==> config.mk <==
export PLATFORM = sky130hd
export DESIGN_NAME = rom_weight_sequencer
export DESIGN_NICKNAME = d
export VERILOG_FILES = /design/src/rtl/rom_seq_pkg.sv /design/src/rtl/rom_weight_sequencer_fifo.sv /design/src/rtl/rom_weight_sequencer.sv
export SDC_FILE = /design/constraint.sdc
export NUM_CORES = 1
export LEC_CHECK = 0
export ABC_AREA = 0
export CAP_MARGIN = 0
export CORE_UTILIZATION = 25
export CTS_CLUSTER_SIZE = 10
export DETAILED_ROUTE_END_ITERATION = 16
export PLACE_DENSITY = 0.51
export SKIP_LAST_GASP = 1
export SYNTH_ARGS = -nofsm -noshare
export SYNTH_HDL_FRONTEND = slang
export SYNTH_HIERARCHICAL = 1
export SYNTH_SLANG_ARGS = --single-unit
==> constraint.sdc <==
create_clock -name clk_i -period 2.6 [get_ports clk_i]
set_clock_uncertainty 0.05 [all_clocks]
set_input_delay 0.52 -clock clk_i [delete_from_list [all_inputs] [get_ports clk_i]]
set_output_delay 0.52 -clock clk_i [all_outputs]
set_load 0.02 [all_outputs]
==> src/rtl/rom_seq_pkg.sv <==
// Shared types and constants for the ROM weight sequencer.
package rom_seq_pkg;

  typedef enum logic {
    IDLE  = 1'b0,
    FETCH = 1'b1
  } seq_state_e;

  localparam int unsigned BUF_DEPTH = 2;

  // Width of a counter that must hold every value 0..n inclusive.
  function automatic int unsigned cnt_width(input int unsigned n);
    return (n < 1) ? 1 : $clog2(n + 1);
  endfunction

endpackage

==> src/rtl/rom_weight_sequencer_fifo.sv <==
// Two-entry output buffer between the ROM return path and the consumer.
// Ports: clk, reset (sync, active-high), enq_valid/enq_data (write),
// deq_ready (consumer accept), valid/data (head entry), occ (0..2).
module fifo_2entry
  import rom_seq_pkg::*;
#(
  parameter int unsigned WIDTH = 8
) (
  input  logic             clk,
  input  logic             reset,
  input  logic             enq_valid,
  input  logic [WIDTH-1:0] enq_data,
  input  logic             deq_ready,
  output logic             valid,
  output logic [WIDTH-1:0] data,
  output logic [1:0]       occ
);

  logic [WIDTH-1:0] mem [BUF_DEPTH];
  logic             rd_ptr;
  logic             wr_ptr;
  logic [1:0]       occ_q;
  logic             deq;

  assign valid = (occ_q != 2'd0);
  assign data  = mem[rd_ptr];
  assign occ   = occ_q;
  assign deq   = valid && deq_ready;

  // Overflow is prevented upstream by the issue credit check.
  always_ff @(posedge clk) begin
    if (reset) begin
      mem[0] <= '0;
      mem[1] <= '0;
      rd_ptr <= 1'b0;
      wr_ptr <= 1'b0;
      occ_q  <= '0;
    end else begin
      if (enq_valid) begin
        mem[wr_ptr] <= enq_data;
        wr_ptr      <= ~wr_ptr;
      end
      if (deq) begin
        rd_ptr <= ~rd_ptr;
      end
      if (enq_valid && !deq) begin
        occ_q <= occ_q + 2'd1;
      end else if (!enq_valid && deq) begin
        occ_q <= occ_q - 2'd1;
      end
    end
  end

endmodule

==> src/rtl/rom_weight_sequencer.sv <==
// Sequences one pass of NUM_WORDS reads from a 1-cycle-latency ROM starting
// at BASE_ADDR and streams the words out over valid/ready.
// Ports: clk_i, reset_i, start_i, busy_o, done_o, rom_addr_o, rom_data_i,
// data_o, valid_o, ready_i, last_o.
module rom_weight_sequencer
  import rom_seq_pkg::*;
#(
  parameter int unsigned ADDR_WIDTH = 3,
  parameter int unsigned WORD_SIZE  = 8,
  parameter int unsigned NUM_WORDS  = 5,
  parameter int unsigned BASE_ADDR  = 0
) (
  input  logic                  clk_i,
  input  logic                  reset_i,
  input  logic                  start_i,
  output logic                  busy_o,
  output logic                  done_o,
  output logic [ADDR_WIDTH-1:0] rom_addr_o,
  input  logic [WORD_SIZE-1:0]  rom_data_i,
  output logic [WORD_SIZE-1:0]  data_o,
  output logic                  valid_o,
  input  logic                  ready_i,
  output logic                  last_o
);

  localparam int unsigned CW = cnt_width(NUM_WORDS);
  localparam logic [ADDR_WIDTH-1:0] BASE = ADDR_WIDTH'(BASE_ADDR);
  localparam logic [CW-1:0] LAST_IDX  = CW'(NUM_WORDS - 1);
  localparam logic [CW-1:0] WORDS_CNT = CW'(NUM_WORDS);

  if (NUM_WORDS < 1 || (BASE_ADDR + NUM_WORDS) > (2 ** ADDR_WIDTH)) begin : g_param_check
    $error("rom_weight_sequencer: pass does not fit in the ROM address space");
  end

  seq_state_e    state_q;
  seq_state_e    state_d;
  logic [CW-1:0] issued_q;
  logic [CW-1:0] accepted_q;
  logic          inflight_q;
  logic          done_q;
  logic [1:0]    occ;
  logic [2:0]    credit;
  logic          issue;
  logic          deq;
  logic          start_acc;
  logic          pass_end;

  fifo_2entry #(
    .WIDTH(WORD_SIZE)
  ) u_buf (
    .clk       (clk_i),
    .reset     (reset_i),
    .enq_valid (inflight_q),
    .enq_data  (rom_data_i),
    .deq_ready (ready_i),
    .valid     (valid_o),
    .data      (data_o),
    .occ       (occ)
  );

  assign deq        = valid_o && ready_i;
  assign busy_o     = (state_q == FETCH);
  assign done_o     = done_q;
  assign last_o     = valid_o && (accepted_q == LAST_IDX);
  assign rom_addr_o = BASE + ADDR_WIDTH'(issued_q);

  // Buffer slots already promised: held words plus the one in flight,
  // minus the one leaving this cycle.
  assign credit = 3'(occ) + 3'(inflight_q) - 3'(deq);
  assign issue  = (state_q == FETCH) && (issued_q < WORDS_CNT) && (credit < 3'd2);

  always_comb begin
    state_d   = state_q;
    start_acc = 1'b0;
    pass_end  = 1'b0;
    case (state_q)
      IDLE: begin
        if (start_i) begin
          state_d   = FETCH;
          start_acc = 1'b1;
        end
      end
      FETCH: begin
        if (deq && (accepted_q == LAST_IDX)) begin
          state_d  = IDLE;
          pass_end = 1'b1;
        end
      end
      default: state_d = IDLE;
    endcase
  end

  always_ff @(posedge clk_i) begin
    if (reset_i) begin
      state_q    <= IDLE;
      issued_q   <= '0;
      accepted_q <= '0;
      inflight_q <= 1'b0;
      done_q     <= 1'b0;
    end else begin
      state_q    <= state_d;
      inflight_q <= issue;
      done_q     <= pass_end;
      if (start_acc) begin
        issued_q   <= '0;
        accepted_q <= '0;
      end else begin
        if (issue) begin
          issued_q <= issued_q + CW'(1);
        end
        if (deq) begin
          accepted_q <= accepted_q + CW'(1);
        end
      end
    end
  end

endmodule
; After elaboration in Yosys (flattened, before gate mapping)
; Memory sizes are Yosys's and may differ from the RTL's. A register that Yosys moved wholly into a read port is not among the register bits.
; Index checks and enable logic that the tools add are counted.
[totals]
output_inout_bits = 15
mem_bits_rw = 16
romBits = 0
memories = 1
inputBits = 12
reg_bits = 13
wordCells = 52
latch_bits = 0
[classes]
mux = 17
div = 0
bitwise = 3
eq_ne = 1
n_addsub = 6
n_shift = 0
multipliers = 0
n_reduce_logical = 14
n_lt_le_gt_ge = 2
[mem_list]
columns = memory, depth, width, read_ports, rd_ports_with_merged_regs, wr, line_no
row1 = u_buf.mem, 2, 8, 1, 1, 2, rom_weight_sequencer_fifo.sv:19  ; logic [WIDTH-1:0] mem [BUF_DEPTH];
[op_table]
columns = operator, count
row1 = two-way mux 1 bit, 13
row2 = two-way mux 8 bit, 1
row3 = OR reduction 8 bit, 1
row4 = logical AND 1 bit, 7
row5 = adder 3 x 1 -> 3 bit (second input constant), 2
row6 = two-way mux 2 bit, 2
row7 = nonzero test 2 bit, 2
row8 = OR reduction 2 bit, 2
row9 = adder 2 x 1 -> 3 bit, 1
row10 = == test 3 bit (second input constant), 1
row11 = < comparator 3 x 2 -> 1 bit (second input constant), 1
row12 = < comparator 3 bit (second input constant), 1
row13 = NOT 1 bit, 3
row14 = subtractor 3 x 1 -> 3 bit, 1
row15 = adder 2 x 1 -> 2 bit (second input constant), 1
row16 = zero test 1 bit, 2
row17 = case mux 1 bit (2 select lines), 1
row18 = subtractor 2 x 1 -> 2 bit (second input constant), 1

; Longest topological paths before layout
[logic_depth]
ltp_word = 5
ltp_mapped = 9
mapped_depth_nobuf = 9

; Modules after synthesis
; Netlist, hierarchy kept.
[by_module_without_submodules]
columns = mod, cells_per_inst, seq_area_each_um2, area_each_um2, instances
row1 = fifo_2entry, 74, 580.6, 904.6, 1
row2 = rom_weight_sequencer, 53, 180.2, 491.7, 1

; Worst setup path after synthesis
; OpenSTA, ideal clock, no wires.
[synth_path]
path_kind = register to register
from = register u_buf.occ_q[1] (netlist: u_buf/occ[1])
to = register issued_q[1]
setup_time_ns = 0.117
path_slack_ns = 0.150
path_stages_with_launch = 10
synth_period_minus_slack_ns = 2.450
arrival_time_ns = 2.283
n_path_buf = 0
t_required_ns = 2.433
cell_sequence = dfxtp_1 > or2_2 > nand2_1 > inv_1 > ha_1 > nand2b_1 > fa_1 > xnor2_2 > nand3_1 > a32o_1
[synth_between]
elab_chain_len = 5
word_cells_on_any_way = 6
classes_between = 2 x add/sub / 1 x order compare / 3 x reduce/logical
[synth_lines]
columns = element, line_no
row1 = from (decl), rom_weight_sequencer_fifo.sv:22  ; logic [1:0] occ_q;
row2 = from (signal assigned), rom_weight_sequencer_fifo.sv:47  ; occ_q <= occ_q + 2'd1;
row3 = from (signal assigned), rom_weight_sequencer_fifo.sv:49  ; occ_q <= occ_q - 2'd1;
row4 = nonzero test 2 bit, rom_weight_sequencer_fifo.sv:25  ; assign valid = (occ_q != 2'd0);
row5 = via valid_o, rom_weight_sequencer.sv:21  ; output logic valid_o,
row6 = logical AND 1 bit, rom_weight_sequencer.sv:61  ; assign deq = valid_o && ready_i;
row7 = via deq, rom_weight_sequencer.sv:44  ; logic deq;
row8 = subtractor 3 x 1 -> 3 bit, rom_weight_sequencer.sv:69  ; assign credit = 3'(occ) + 3'(inflight_q) - 3'(deq);
row9 = < comparator 3 x 2 -> 1 bit, rom_weight_sequencer.sv:70  ; assign issue = (state_q == FETCH) && (issued_q < WORDS_CNT) && (credit < 3'd2);
row10 = logical AND 1 bit, rom_weight_sequencer.sv:70
row11 = to (signal assigned), rom_weight_sequencer.sv:109  ; issued_q <= issued_q + CW'(1);
row12 = to (decl), rom_weight_sequencer.sv:37  ; logic [CW-1:0] issued_q;
; The timed path passes the listed nets, and every way through them passes these cells.
; A chain may end at the register's enable or synchronous reset.

; Final worst setup path
[layout_path]
from = input ready_i
to = register issued_q[1]
[layout_between]
elab_chain_len = 4
[layout_lines]
columns = element, line_no
row1 = from (decl), rom_weight_sequencer.sv:22  ; input logic ready_i,
row2 = logical AND 1 bit, rom_weight_sequencer.sv:61
row3 = via deq, rom_weight_sequencer.sv:44
row4 = subtractor 3 x 1 -> 3 bit, rom_weight_sequencer.sv:69
row5 = < comparator 3 x 2 -> 1 bit, rom_weight_sequencer.sv:70
row6 = logical AND 1 bit, rom_weight_sequencer.sv:70
; The timed path passes the listed nets, and every way through them passes these cells.

==> reports/qor.csv <==
stage,metric,value,unit
synthesis,ys_types,30,
floorplan,core,5238,um2
final_layout,insertedDiodeCount,0,
power_and_ir_drop,combinationalPowerShare,37.2,%
synthesis,syn_nets,145,
synthesis,synthArstFlopShare,0,%
global_route,grt_pass1_vias,1025,
synthesis,synth.most_common_cell,nor2_1,
placed_design,portBuffers,26,
min_path,min_path_type,flop to flop,
clock_network,clk_pin_slew,60,ps
setup_path,slowest_stage,clkdlybuf4s50_1,
power_and_ir_drop,powerDensity,858.1,nW/um2
synthesis,synthFlopType,edfxtp_1,
timing,max_freq,0.4093,GHz
clock_network,holdBufCountCts,0,
run,cap_violations,0,
power_and_ir_drop,power,0.001596,W
power_and_ir_drop,vdd_ir_drop_max,396.4,uV
synthesis,synth.top_cells.by_count,"24 x nor2_1, 16 x edfxtp_1, 14 x dfxtp_1",
synthesis,ys_ff_latch,30,
synthesis,synth_top_area_share,34.41,%
synthesis,synth_cells,127,
timing,fin_crit_sh,93.97,%
routing,first_iter_violations,49,
synthesis,synth_edf_count,16,
power_and_ir_drop,leakagePower,0.6712,nW
clock_network,clk_latency,270,ps
min_path,holdPathEnd,accepted_q[1],
clock_network,clock_path_buffers,2,
setup_path,cp-end-kind,flop,
global_route,grt_start_max_net_pins,14,
setup_path,r2r_cells,9,
power_and_ir_drop,seq_power_share,39.5,%
final_layout,instances_no_fill,232,
timing,rsz0062_at_grt,false,
synthesis,yosysTopAreaCell,edfxtp_1,
floorplan,die_w,76.74,um
final_layout,drive_gt1_share,15.43,%
floorplan,start_util,26.66,%
timing,slew_headroom,65.67,%
timing,report.final.slew_viol_count,0,
clock_network,tritoncts.num_buffers,5,
synthesis,yosysSeqAreaShare,54.48,%
routing,vias,1022,
final_layout,areaGrowthSynthToFinish,33.24,%
global_route,antenna_found_initial,0,
floorplan,die_area,5888,um2
setup_path,r2r-end,issued_q[1],
timing,setup_viol_count_final,0,
timing,hold_violations,0,
clock_network,ctsRootBufferMaster,clkbuf_8,
status,outcome,"finished, final reports clean",
timing,hold_slack,430.9,ps
global_route,grt_pass1_wl,5.002,mm
min_path,hold_path_depth,2,
power_and_ir_drop,swShare,32.84,%
routing,wl_per_cell,13.07,um
setup_path,path_cells,clkdlybuf4s50_1 > nand2_1 > inv_1 > ha_1 > nand2b_1 > fa_1 > xnor2_2 > nand3_1 > a32o_1,
final_layout,fin_nets,179,
global_route,grtUsageTotal,11.23,%
timing,min_period,2443,ps
routing,via_per_inst,4.405,
synthesis,syn_avg_cell_area,10.99,um2
setup_path,crit_path_max_incr_delay,470,ps
floorplan,io-pin-count,27,
setup_path,crit-reg2reg-launch,u_buf/occ[0],
routing,totalWireLength,3.032,mm
clock_network,cts.sinks,30,
setup_path,start_kind,input pin,
synthesis,synth_top_cells_by_area,"edfxtp_1 34%, dfxtp_1 20%, mux2_2 6.5%",
timing,setup_ws,156.7,ps
placed_design,gp_routability_congestion,0.8681,
placed_design,dp_hpwl,2.176,mm
power_and_ir_drop,intPower,0.001072,W
routing,route.detailed.drc,0,
setup_path,ff2ff_setup_slack,160,ps
clock_network,cts_resized,0,
setup_path,path_class,input pin to flop,
placed_design,dp_slack,-160.9,ps
clock_network,post_cts.repair.setup_buffers,0,
power_and_ir_drop,switchingPower,0.0005243,W
placed_design,dp.cells,224,
timing,tightestPinTransition,502.0,ps
synthesis,synth_warnings,6,
setup_path,cp.required,2710,ps
floorplan,row_count,26,
setup_path,cp.arrival,2560,ps
clock_network,cts_tree,yes,
setup_path,crit_path_max_fanout,5,
clock_network,h-tree-depth,2,
synthesis,netlist_area,1396,um2
floorplan,die_y,76.74,um
power_and_ir_drop,power_frac_clock,23.3,%
routing,first_pass_iters,4,
global_route,grt_overflow_total,0,
routing,ant_nets,0,
min_path,worstHoldStart,accepted_q[1],
==> logic make-up (layout without fill, tap and decap cells) <==
| group | count (synthesis) | in the layout | share of synthesized area (%) |
|---|---|---|---|
| AOI/OAI and AO/OA | 13 | 13 | 6.899 |
| adders and majority gates | 6 | 6 | 5.914 |
| buffers and inverters | 9 | 44 | 2.509 |
| DFF | 30 | 30 | 54.48 |
| xor gates and xnor gates | 6 | 6 | 4.301 |
| muxes | 8 | 8 | 6.452 |
| and+or+nand+nor | 55 | 55 | 19.45 |
==> worst max path at each step <==
stage	start	to	slack, ps	depth (start not counted)
2_1_floorplan	u_buf/occ[1]	issued_q[1]	150	9
3_5_place_dp	ready_i	issued_q[1]	-160	9
4_1_cts	u_buf/occ[0]	issued_q[1]	50	9
5_1_grt	u_buf/occ[0]	issued_q[1]	30	9
3_3_place_gp	ready_i	issued_q[1]	-50	9
6_report	ready_i	issued_q[1]	160	9
==> cells in the final DEF (no fill, tap or decap), types with 2 or more instances in the layout <==
cell type        count
nand2b_1            13
buf_4                4
o21ai_0              3
inv_1                6
a311oi_2             2
ha_1                 5
a21oi_1              4
edfxtp_1            16
nand3_1              4
clkbuf_8             6
clkinv_1             2
dfxtp_1             14
clkdlybuf4s50_1     26
nor2_1              24
nand2_1              4
xor2_1               4
mux2_2               8
==> metrics by stage <==
stage                     utilization (%)  TNS [ps]  area [um2]
after floorplan                         -         0        1396
after global placement              33.64    -103.2        1762
after detailed placement            33.64    -434.6        1762
after CTS                           35.36         0        1852
after global routing                35.52         0        1861
final                               35.52         0        1861
==> metal layers <==
metal / part of all wire (%) / vias up / GRT usage, %
met1: 43 / 476 / 12.69
met5: 0 / - / 0
met2: 49 / 34 / 19.11
met3: 6.1 / 7 / 4.167
li1: - / 505 / -
met4: 1.7 / 0 / 4.231
==> cell type report <==
cell class / instances / area, um2
Fill cell: 522 / 3377
Sequential cell: 30 / 760.7
Multi-Input combinational cell: 88 / 609.3
Timing Repair Buffer: 30 / 290.3
Tap cell: 70 / 87.58
Clock buffer: 6 / 82.58
Inverter: 6 / 22.52
Clock inverter: 2 / 7.507
==> critical path, delay by kind of cell <==
| kind | cells | cell delay [ps] |
|---|---|---|
| and+or+nand+nor | 3 | 340 |
| adders and majority gates | 2 | 620 |
| xor gates and xnor gates | 1 | 270 |
| AOI/OAI and AO/OA | 1 | 270 |
| buffers and inverters | 2 | 530 |
==> state kept, by name (all words and copies together) (netlist names), named ones only <==
signal / flops
u_buf/mem: 16
accepted_q: 3
issued_q: 3
u_buf/occ: 2
busy_o: 1
done_o: 1
inflight_q: 1
u_buf/rd_ptr: 1
u_buf/wr_ptr: 1
==> power by group through the flow <==
| stage | clock (W) | sequential (W) | combinational [W] |
|---|---|---|---|
| floorplan | 0 | 0.000624 | 0.000386 |
| global placement | 0 | 0.000635 | 0.000566 |
| detailed placement | 0 | 0.000638 | 0.000586 |
| CTS | 0.000385 | 0.000630 | 0.000591 |
| global route | 0.000410 | 0.000639 | 0.000656 |
| finish | 0.000372 | 0.000631 | 0.000594 |
Power figures use the tool's default switching activity.
